==> src/rtl/arbiter_out.sv <==
// arbiter_out: round-robin output-port arbiter with wormhole packet lock and credit flow control
module arbiter_out #(
   parameter int CRED_MAX = 4
) (
   input  logic       clk,
   input  logic       rst,
   input  logic       req_n_i,
   input  logic       req_s_i,
   input  logic       req_e_i,
   input  logic       req_w_i,
   input  logic       req_l_i,
   input  logic       last_n_i,
   input  logic       last_s_i,
   input  logic       last_e_i,
   input  logic       last_w_i,
   input  logic       last_l_i,
   input  logic       credit_i,
   output logic       pop_req_n_o,
   output logic       pop_req_s_o,
   output logic       pop_req_e_o,
   output logic       pop_req_w_o,
   output logic       pop_req_l_o,
   output logic [2:0] sel_o,
   output logic       valid_o,
   output logic [2:0] credit_cnt_o,
   output logic       busy_o
);
   localparam logic [0:0] IDLE   = 1'b0;
   localparam logic [0:0] LOCKED = 1'b1;
   localparam logic [2:0] CM     = 3'(CRED_MAX);
   logic [0:0] state;
   logic [2:0] owner, ptr, cnt, win, gidx;
   logic [3:0] s;
   logic [4:0] req, last, pop;
   logic       any, gnt;
   assign req  = {req_l_i, req_w_i, req_e_i, req_s_i, req_n_i};
   assign last = {last_l_i, last_w_i, last_e_i, last_s_i, last_n_i};
   // descending scan so the requester closest after ptr wins
   always_comb begin
      win = 3'd0;
      any = 1'b0;
      s   = 4'd0;
      for (int i = 4; i >= 0; i--) begin
         s = 4'(ptr) + 4'(i + 1);
         s = (s >= 4'd5) ? s - 4'd5 : s;
         if (req[s[2:0]]) begin
            win = s[2:0];
            any = 1'b1;
         end
      end
   end
   always_comb begin
      gidx  = (state == LOCKED) ? owner : win;
      gnt   = rst && (cnt != 3'd0) && ((state == LOCKED) ? req[owner] : any);
      pop   = gnt ? (5'b00001 << gidx) : 5'b00000;
      sel_o = (rst && (gnt || state == LOCKED)) ? gidx : 3'd0;
   end
   assign {pop_req_l_o, pop_req_w_o, pop_req_e_o, pop_req_s_o, pop_req_n_o} = pop;
   assign valid_o      = gnt;
   assign busy_o       = rst && (state == LOCKED);
   assign credit_cnt_o = rst ? cnt : CM;
   always_ff @(posedge clk) begin
      if (!rst) begin
         state <= IDLE;
         owner <= 3'd0;
         ptr   <= 3'd4;
         cnt   <= CM;
      end else begin
         if (gnt && !credit_i)
            cnt <= cnt - 3'd1;
         else if (!gnt && credit_i && cnt != CM)
            cnt <= cnt + 3'd1;
         if (gnt && last[gidx]) begin
            state <= IDLE;
            ptr   <= gidx;
         end else if (gnt && state == IDLE) begin
            state <= LOCKED;
            owner <= gidx;
         end
      end
   end
endmodule
==> config.mk <==
export PLATFORM = sky130hd
export DESIGN_NAME = arbiter_out
export DESIGN_NICKNAME = d
export VERILOG_FILES = /design/src/rtl/arbiter_out.sv
export SDC_FILE = /design/constraint.sdc
export NUM_CORES = 1
export LEC_CHECK = 0
export ABC_AREA = 1
export CORE_MARGIN = 2
export CORE_UTILIZATION = 59
export CTS_CLUSTER_DIAMETER = 50
export DETAILED_ROUTE_END_ITERATION = 8
export PLACE_DENSITY = 0.86
export SLEW_MARGIN = 30
export SYNTH_ARGS = -nofsm -noshare
export SYNTH_HDL_FRONTEND = slang
export SYNTH_SLANG_ARGS = --single-unit
export TNS_END_PERCENT = 10
==> constraint.sdc <==
create_clock -name clk -period 9.6 [get_ports clk]
set_clock_uncertainty 0.15 [all_clocks]
set_input_delay 1.44 -clock clk [delete_from_list [all_inputs] [get_ports clk]]
set_output_delay 1.44 -clock clk [all_outputs]
set_load 0.02 [all_outputs]
==> metrics.yaml, run 1 <==
required_ps: 8010
period_share_pct: 61.4
grt_pass1_vias: 1854
post_cts_resized: 0
p_sw_share_pct: 61.0
critical_path.endpoint_type: "output pin"
gp_congestion: 1.05
dieWidth_um: 58.6
cts_hold_buf: 0
syn_nets: 333
num_vias: 1988
holdWs_ps: 320
grt_max_degree: 17
crit_top_cell: "nand2_1"
slowest_delay_ps: 770
clkPwrFrac_pct: 4.7
ant_nets: 0
htreeDepth: 1
worst_path_max_delay_cell: "dfxtp_1"
final.fill_count: 242
min_period_ps: 5890
place_area_um2: 1990
gr-usage-all-layers_pct: 29.8
cp_max_fo: 16
initial_core_util_pct: 63.2
yosys_warnings: 0
fin_ws_ps: 3710
slew_headroom_pct: 54.3
powerDensity_nw_per_um2: 417
drive_gt1_share_pct: 13.6
root_buffer: "clkbuf_4"
slew_violations: 0
fp-row-count: 19
grt_pass1_wl_um: 8080
netlist_area_um2: 1760
pwr-share-comb_pct: 84.7
clockBufferDepth: 2
first_iter_violations: 166
crit_type: "reg2out"
antenna_found_initial: 0
m1WireLength_um: 2250
yosys_register_bits: 10
leakage_uw: 0.00105
crit_start: "ptr[0]"
fmax_ghz: 0.170
worstPathCellList: "inv_2 > ha_1 > ha_1 > nand2_2 > nand3_2 > nand2_1 > xor2_1 > nor2_1 > inv_1 > nand2_2 > inv_1 > nand2_1 > nand2_1 > nand2_1 > nand2_1 > nand2_1 > nand2_1 > nand2_2 > inv_2 > nand3_1 > nor2_1 > clkdlybuf4s50_1"
vdd_drop_max_uv: 393
pre_cts_slack_ps: 4000
ys_seq_area_share_pct: 11.4
die_y_um: 58.6
synth_cells: 307
hp-class: "reg2reg"
ioPinCount: 26
wl_met2_um: 2020
numCtsBuffers: 3
power.switching_uw: 516
drt-pass1-iter-count: 5
r2r_setup_slack_ps: 5550
post_cts_buffers: 0
cap_violations: 0
worstReg2RegStart: "ptr[0]"
worstPathArrival_ps: 4300
setup.worst_path.end: "pop_req_l_o"
diodes: 0
nets: 357
cts.sinks: 10
setup_viol: 0
fp.dieArea_um2: 3430
rsz0062_at_grt: "false"
synthArstFlopShare_pct: 0
core_um2: 2780
tightest_slew_ps: 684
worst_setup_path_start_kind: "register"
final_area_um2: 2030
r2r_cells: 19
ys_types: 34
status: "finished, final reports clean"
overflow: 0
routed-wl-met3_um: 328
cts_tree: "yes"
totalWireLength_um: 4680
route.detailed.drc: 0
p_int_uw: 330
synth_edf_count: 0
final-hold-violation-count: 0
area_growth_pct: 15.5
r2r_end: "cnt[2]"
ys.flop_type: "dfxtp_1"
cts.reportedPaths.clkPinSlew_ps: 80
numPortBuffers: 25
dr.max_layer_used: "met4"
wire_per_inst_um: 13.0
fin_tns_setup_ps: 0
clk_latency_ps: 270
vias_per_cell: 5.51
dp_hpwl_um: 3800
stdcell_count: 361
synth.avg_cell_area_um2: 5.72
dp_cells: 357
sequentialPowerShare_pct: 10.7
-- flip-flops by register name, summed over array words and instances, names as in the netlist --
name	flops
ptr	3
cnt	3
state	1
owner	3
-- logic make-up after synthesis --
logic type / after synthesis / share of synthesized area (%)
XOR/XNOR: 3 / 2.35
buffers and inverters: 54 / 13.5
flip-flops: 10 / 11.4
AO/OA/AOI/OAI: 31 / 12.0
adder cells (fa/ha/maj): 13 / 10.1
AND/OR/NAND/NOR: 196 / 50.7
-- layout by cell type, fill, tap and decap left out, types with 2 or more instances in the layout --
cell type / instances
a21oi_1: 9
a31oi_1: 2
clkbuf_4: 3
clkdlybuf4s50_1: 25
dfxtp_1: 10
fa_1: 2
ha_1: 11
inv_1: 38
inv_2: 9
nand2_1: 97
nand2_2: 17
nand2_4: 2
nand3_1: 39
nand3_2: 3
nand4_1: 6
nor2_1: 27
nor3_1: 3
o211ai_2: 2
o21ai_0: 8
o21ai_1: 2
xor2_2: 2
-- critical path: cells and delay by family, from the launching register on --
family / cells / cell delay [ps]
fa+ha+maj: 2 / 620
xor+xnor: 1 / 260
simple gates: 14 / 1170
buf+inv: 5 / 1200
flops: 1 / 770
-- synthesized netlist by cell type, drive strengths merged (2+ instances only) --
cell type | instances | share of area (%)
buf | 5 | 2.8
fa | 2 | 2.3
a21oi | 10 | 3.1
nor2 | 28 | 6.4
nand2 | 116 | 28
xor2 | 3 | 2.4
nand3 | 42 | 13
dfxtp | 10 | 11
nand4 | 6 | 2.1
a31oi | 2 | 0.71
o21ai | 12 | 4.3
nor3 | 3 | 0.85
inv | 48 | 10
o211ai | 2 | 1.4
ha | 11 | 7.8
-- metrics by stage --
| step | util [%] | power (uW) |
|---|---|---|
| floorplan | - | 635 |
| global placement | 71.6 | 785 |
| detailed placement | 71.6 | 791 |
| CTS | 72.9 | 834 |
| global route | 72.9 | 944 |
| finish | 72.9 | 846 |
-- cell type report --
type / instances / area [um2] / area share, %
multi-input combinational: 243 / 1320 / 65.1
sequential: 10 / 200 / 9.87
inverter: 48 / 183 / 9.01
clock buffer: 4 / 36.3 / 1.79
tap: 31 / 38.8 / 1.91
timing repair buffer: 25 / 250 / 12.3
-- per-layer routing --
metal,track usage [%],vias up
met3,7.47,8
met5,0,-
met2,44.3,72
li1,-,1020
met1,43.0,888
met4,6.98,0
-- power by group through the flow --
stage / clock [uW] / combinational (uW) / sequential [uW]
floorplan: 0 / 561 / 74.2
global placement: 0 / 695 / 90.4
detailed placement: 0 / 699 / 91.3
CTS: 40.4 / 703 / 90.3
global route: 40.9 / 808 / 94.9
finish: 39.5 / 716 / 90.3
-- worst min path at each step --
| stage | slack, ps | from | end | cells past startpoint |
|---|---|---|---|---|
| 3_5_place_dp | 320 | cnt[2] | cnt[2] | 2 |
| 3_3_place_gp | 310 | cnt[2] | cnt[2] | 2 |
| 2_1_floorplan | 290 | cnt[2] | cnt[2] | 2 |
| 5_1_grt | 340 | cnt[2] | cnt[2] | 2 |
| 4_1_cts | 320 | cnt[2] | cnt[2] | 2 |
| 6_report | 320 | cnt[2] | cnt[2] | 2 |
Power figures use the tool's default switching activity.
==> inputs of run 2 (changes only) <==
- CORE_UTILIZATION: 59 -> 55
- PLACE_DENSITY: 0.86 -> 0.81
- clock period: 9.6 -> 5.7 ns (I/O delays scaled with it)
==> run 2 against run 1 <==
Cell area grew 0.86%. Register-to-register slack got worse by 3600 ps. First-iteration DRC count decreased by 37%. Critical path depth rose by 1. Setup slack got worse by 2900 ps. Critical endpoint unchanged.
==> metrics.yaml, run 2 (same netlist as run 1, synthesis figures left out) <==
status: "finished, final reports clean"
period_share_pct: 85.5
worstPathArrival_ps: 3870
reg_top3: "cnt x3, owner x3, ptr x3"
cts.reportedPaths.clkPinSlew_ps: 60
final_cell_mix: "nand2_1 (97), nand3_1 (39), inv_1 (38), nor2_1 (27), clkdlybuf4s50_1 (25)"
pre_cts_slack_ps: 1140
numPortBuffers: 25
first_iter_violations: 104
totalWireLength_um: 4350
critical_path.endpoint_type: "output pin"
drt-pass1-iter-count: 5
route.detailed.drc: 0
fp-row-count: 20
cts_hold_buf: 0
p_int_uw: 546
multi_input_area_um2: 1320
setup_viol: 0
fin_util_pct: 67.0
diodes: 0
layout_commonest_cell: "nand2_1"
cts.sinks: 10
numCtsBuffers: 3
dp_hpwl_um: 3620
core_um2: 3050
die_y_um: 60.5
wire_per_inst_um: 11.6
nets: 359
pwr-share-comb_pct: 87.0
fin_ws_ps: 825
vias_per_cell: 5.23
grt_pass1_vias: 1615
crit_type: "reg2out"
ioPinCount: 26
fp.dieArea_um2: 3660
fmax_ghz: 0.205
dieWidth_um: 60.5
sequentialPowerShare_pct: 9.6
area_growth_pct: 16.5
num_vias: 1962
initial_core_util_pct: 57.5
antenna_found_initial: 0
clkPwrFrac_pct: 3.4
post_cts_resized: 0
slew_headroom_pct: 69.9
drive_gt1_share_pct: 13.9
worst_setup_path_start_kind: "register"
final-hold-violation-count: 0
gp_congestion: 0.898
overflow: 0
cp_max_fo: 16
fin_tns_setup_ps: 0
grt_pass1_wl_um: 6960
root_buffer: "clkbuf_4"
htreeDepth: 1
ant_nets: 0
powerDensity_nw_per_um2: 678
final.fill_count: 308
vdd_drop_max_uv: 262
rsz0062_at_grt: "false"
min_period_ps: 4870
p_sw_share_pct: 60.6
required_ps: 4700
hp-class: "reg2reg"
post_cts_buffers: 0
leakage_uw: 0.00106
tightest_slew_ps: 451
cts_tree: "yes"
cap_violations: 0
grt_max_degree: 17
clockBufferDepth: 2
gr-usage-all-layers_pct: 24.6
slew_violations: 0
ff_latch_area_um2: 200
power.switching_uw: 841
clk_latency_ps: 260
-- run 2: changes by cell type in the layout (fill, tap and decap cells not counted) --
cell	previous run	this run
buf_4	0	2
clkbuf_8	1	0
-- run 2: metrics by stage --
step           hold slack [ps]  cells  power, uW  area (um2)
3_5_place_dp               313    372       1330        2020
3_3_place_gp               305    372       1320        2020
2_1_floorplan              293    307       1070        1760
4_1_cts                    322    375       1380        2050
6_report                   318    375       1390        2050
5_1_grt                    352    375       1540        2050
-- run 2: worst max-delay path, stage by stage (launching register included) --
cell and delay (ps):
dfxtp_1 290, buf_4 190, inv_2 220, ha_1 200, inv_2 50, fa_1 370
inv_1 120, o21ai_4 100, o21ai_1 190, inv_1 110, nand3_1 100, nand2_1 70
nand2_2 90, nand2_2 80, inv_1 80, nand2_1 50, nand2_1 50, nand2_1 40
nand2_1 70, nand2_2 90, inv_2 110, nand3_1 110, nor2_1 180, clkdlybuf4s50_1 640
-- run 2: power by group through the flow --
| stage | logic (uW) | registers, uW | clock network [uW] |
|---|---|---|---|
| CTS | 1200 | 132 | 49.6 |
| floorplan | 945 | 125 | 0 |
| global placement | 1180 | 134 | 0 |
| finish | 1210 | 133 | 47.7 |
| global route | 1350 | 139 | 53.5 |
| detailed placement | 1200 | 134 | 0 |
-- run 2: metal layers --
layer	wire length, um	track usage (%)	up-vias
met5	0	0	-
met3	248	4.48	5
met2	1850	37.9	58
met4	37	3.11	0
li1	-	-	1024
met1	2210	37.1	875
-- run 2: worst paths after layout --
kind                                     to  depth (start not counted)   start  slack [ps]
worst max-delay path            pop_req_l_o                         23  ptr[0]         830
worst min-delay path                 cnt[2]                          2  cnt[2]         320
worst min register to register       cnt[2]                          2  cnt[2]         320
worst max register to register       cnt[2]                         24  ptr[0]        1980
-- run 2: layout make-up --
cell class                      instances  share of cell area [%]
Sequential cell                        10                    9.79
Timing Repair Buffer                   27                    13.0
Multi-Input combinational cell        243                    64.5
Tap cell                               44                    2.69
Inverter                               48                    8.93
Clock buffer                            3                    1.10
==> inputs of run 3 (changes only) <==
- PLACE_DENSITY: 0.81 -> 0.78
==> run 3 against run 2 <==
Die area did not move. Register-to-register slack improved by 50 ps. Wire length down 0.34%. Highest routed layer unchanged. Combinational power is essentially flat. Critical path depth is the same. Clock power about the same. Utilization did not move. Power fell by 0.34%.
==> metrics.yaml, run 3 (same netlist as run 1, synthesis figures left out) <==
slew_violations: 0
antenna_found_initial: 0
grt_max_degree: 17
place_area_um2: 2020
gr-usage-all-layers_pct: 25.7
core_um2: 3050
rsz0062_at_grt: "false"
setup.worst_path.end: "pop_req_l_o"
cts.reportedPaths.clkPinSlew_ps: 50
route.detailed.drc: 0
nets: 359
diodes: 0
root_buffer: "clkbuf_4"
grt_pass1_wl_um: 7260
slew_headroom_pct: 70.2
worst_setup_path_start_kind: "register"
drt-pass1-iter-count: 5
r2r_cells: 24
fmax_ghz: 0.207
final_area_um2: 2050
period_share_pct: 84.9
fp.dieArea_um2: 3660
critical_path.endpoint_type: "output pin"
numPortBuffers: 25
drive_gt1_share_pct: 13.9
fin_tns_setup_ps: 0
cp_max_fo: 16
final-hold-violation-count: 0
powerDensity_nw_per_um2: 676
r2r_end: "cnt[2]"
setup_viol: 0
vdd_drop_max_uv: 275
required_ps: 4700
wire_per_inst_um: 11.6
numCtsBuffers: 3
fp-row-count: 20
post_cts_resized: 0
clockBufferDepth: 2
dieWidth_um: 60.5
leakage_uw: 0.00106
tightest_slew_ps: 442
cap_violations: 0
num_vias: 1951
overflow: 0
min_period_ps: 4840
clk_latency_ps: 270
grt_pass1_vias: 1617
dp_hpwl_um: 3580
power_uw: 1380
ioPinCount: 26
reg_top3: "cnt x3, owner x3, ptr x3"
vias_per_cell: 5.20
cts_hold_buf: 0
area_growth_pct: 16.5
crit_start: "ptr[0]"
ant_nets: 0
crit_type: "reg2out"
r2r_setup_slack_ps: 2030
layout_commonest_cell: "nand2_1"
totalWireLength_um: 4340
gp_congestion: 0.907
hp-class: "reg2reg"
cts.sinks: 10
fin_util_pct: 67.0
htreeDepth: 1
first_iter_violations: 127
holdWs_ps: 319
final_cell_mix: "nand2_1 (97), nand3_1 (39), inv_1 (38), nor2_1 (27), clkdlybuf4s50_1 (25)"
worstPathArrival_ps: 3840
status: "finished, final reports clean"
post_cts_buffers: 0
final.fill_count: 297
worstReg2RegStart: "ptr[0]"
die_y_um: 60.5
cts_tree: "yes"
initial_core_util_pct: 57.5
==> run 3: cell counts in the layout (fill, tap and decap cells not counted) <==
No cell type changed its count.
==> run 3: critical path: stages, from the launching register on <==
cell	delay (ps)
dfxtp_1	290
buf_4	190
inv_2	220
ha_1	200
inv_2	50
fa_1	380
inv_1	130
o21ai_4	100
o21ai_1	210
inv_1	110
nand3_1	90
nand2_1	60
nand2_2	80
nand2_2	70
inv_1	70
nand2_1	50
nand2_1	50
nand2_1	50
nand2_1	70
nand2_2	90
inv_2	110
nand3_1	100
nor2_1	170
clkdlybuf4s50_1	630
==> run 3: final cells by class <==
| cell class | instances | area [um2] | share of cell area [%] |
|---|---|---|---|
| multi-input combinational | 243 | 1320 | 64.5 |
| clock buffer | 3 | 22.5 | 1.10 |
| sequential | 10 | 200 | 9.79 |
| timing repair buffer | 27 | 265 | 13.0 |
| inverter | 48 | 183 | 8.93 |
| tap | 44 | 55.1 | 2.69 |
==> run 3: worst min path at each step <==
stage,startpoint,to,slack [ps],cells past startpoint
2_1_floorplan,cnt[2],cnt[2],290,2
4_1_cts,cnt[2],cnt[2],320,2
6_report,cnt[2],cnt[2],320,2
5_1_grt,cnt[2],cnt[2],350,2
3_5_place_dp,cnt[2],cnt[2],310,2
3_3_place_gp,cnt[2],cnt[2],310,2
==> run 3: report_power, final <==
part	leakage, uW	switching [uW]	internal, uW	total, uW
sequential	0.0000826	31.1	99.9	131
clock	0.0000138	23.5	24.3	47.8
combinational	0.000960	783	421	1200
total	0.00106	838	545	1380
==> run 3: per-layer routing <==
layer | share of wire [%] | wire (um) | GRT usage [%] | up-vias
met1 | 51 | 2200 | 40.2 | 852
met5 | 0 | 0 | 0 | -
met4 | 0.28 | 12 | 2.17 | 0
met2 | 41 | 1790 | 37.6 | 66
met3 | 7.8 | 338 | 5.33 | 3
li1 | - | - | - | 1030
==> run 3: metrics by stage <==
stage | instances | setup slack [ps]
after floorplan | 307 | 1840
after global placement | 372 | 1170
final | 375 | 859
after global routing | 375 | 511
after CTS | 375 | 874
after detailed placement | 372 | 1180
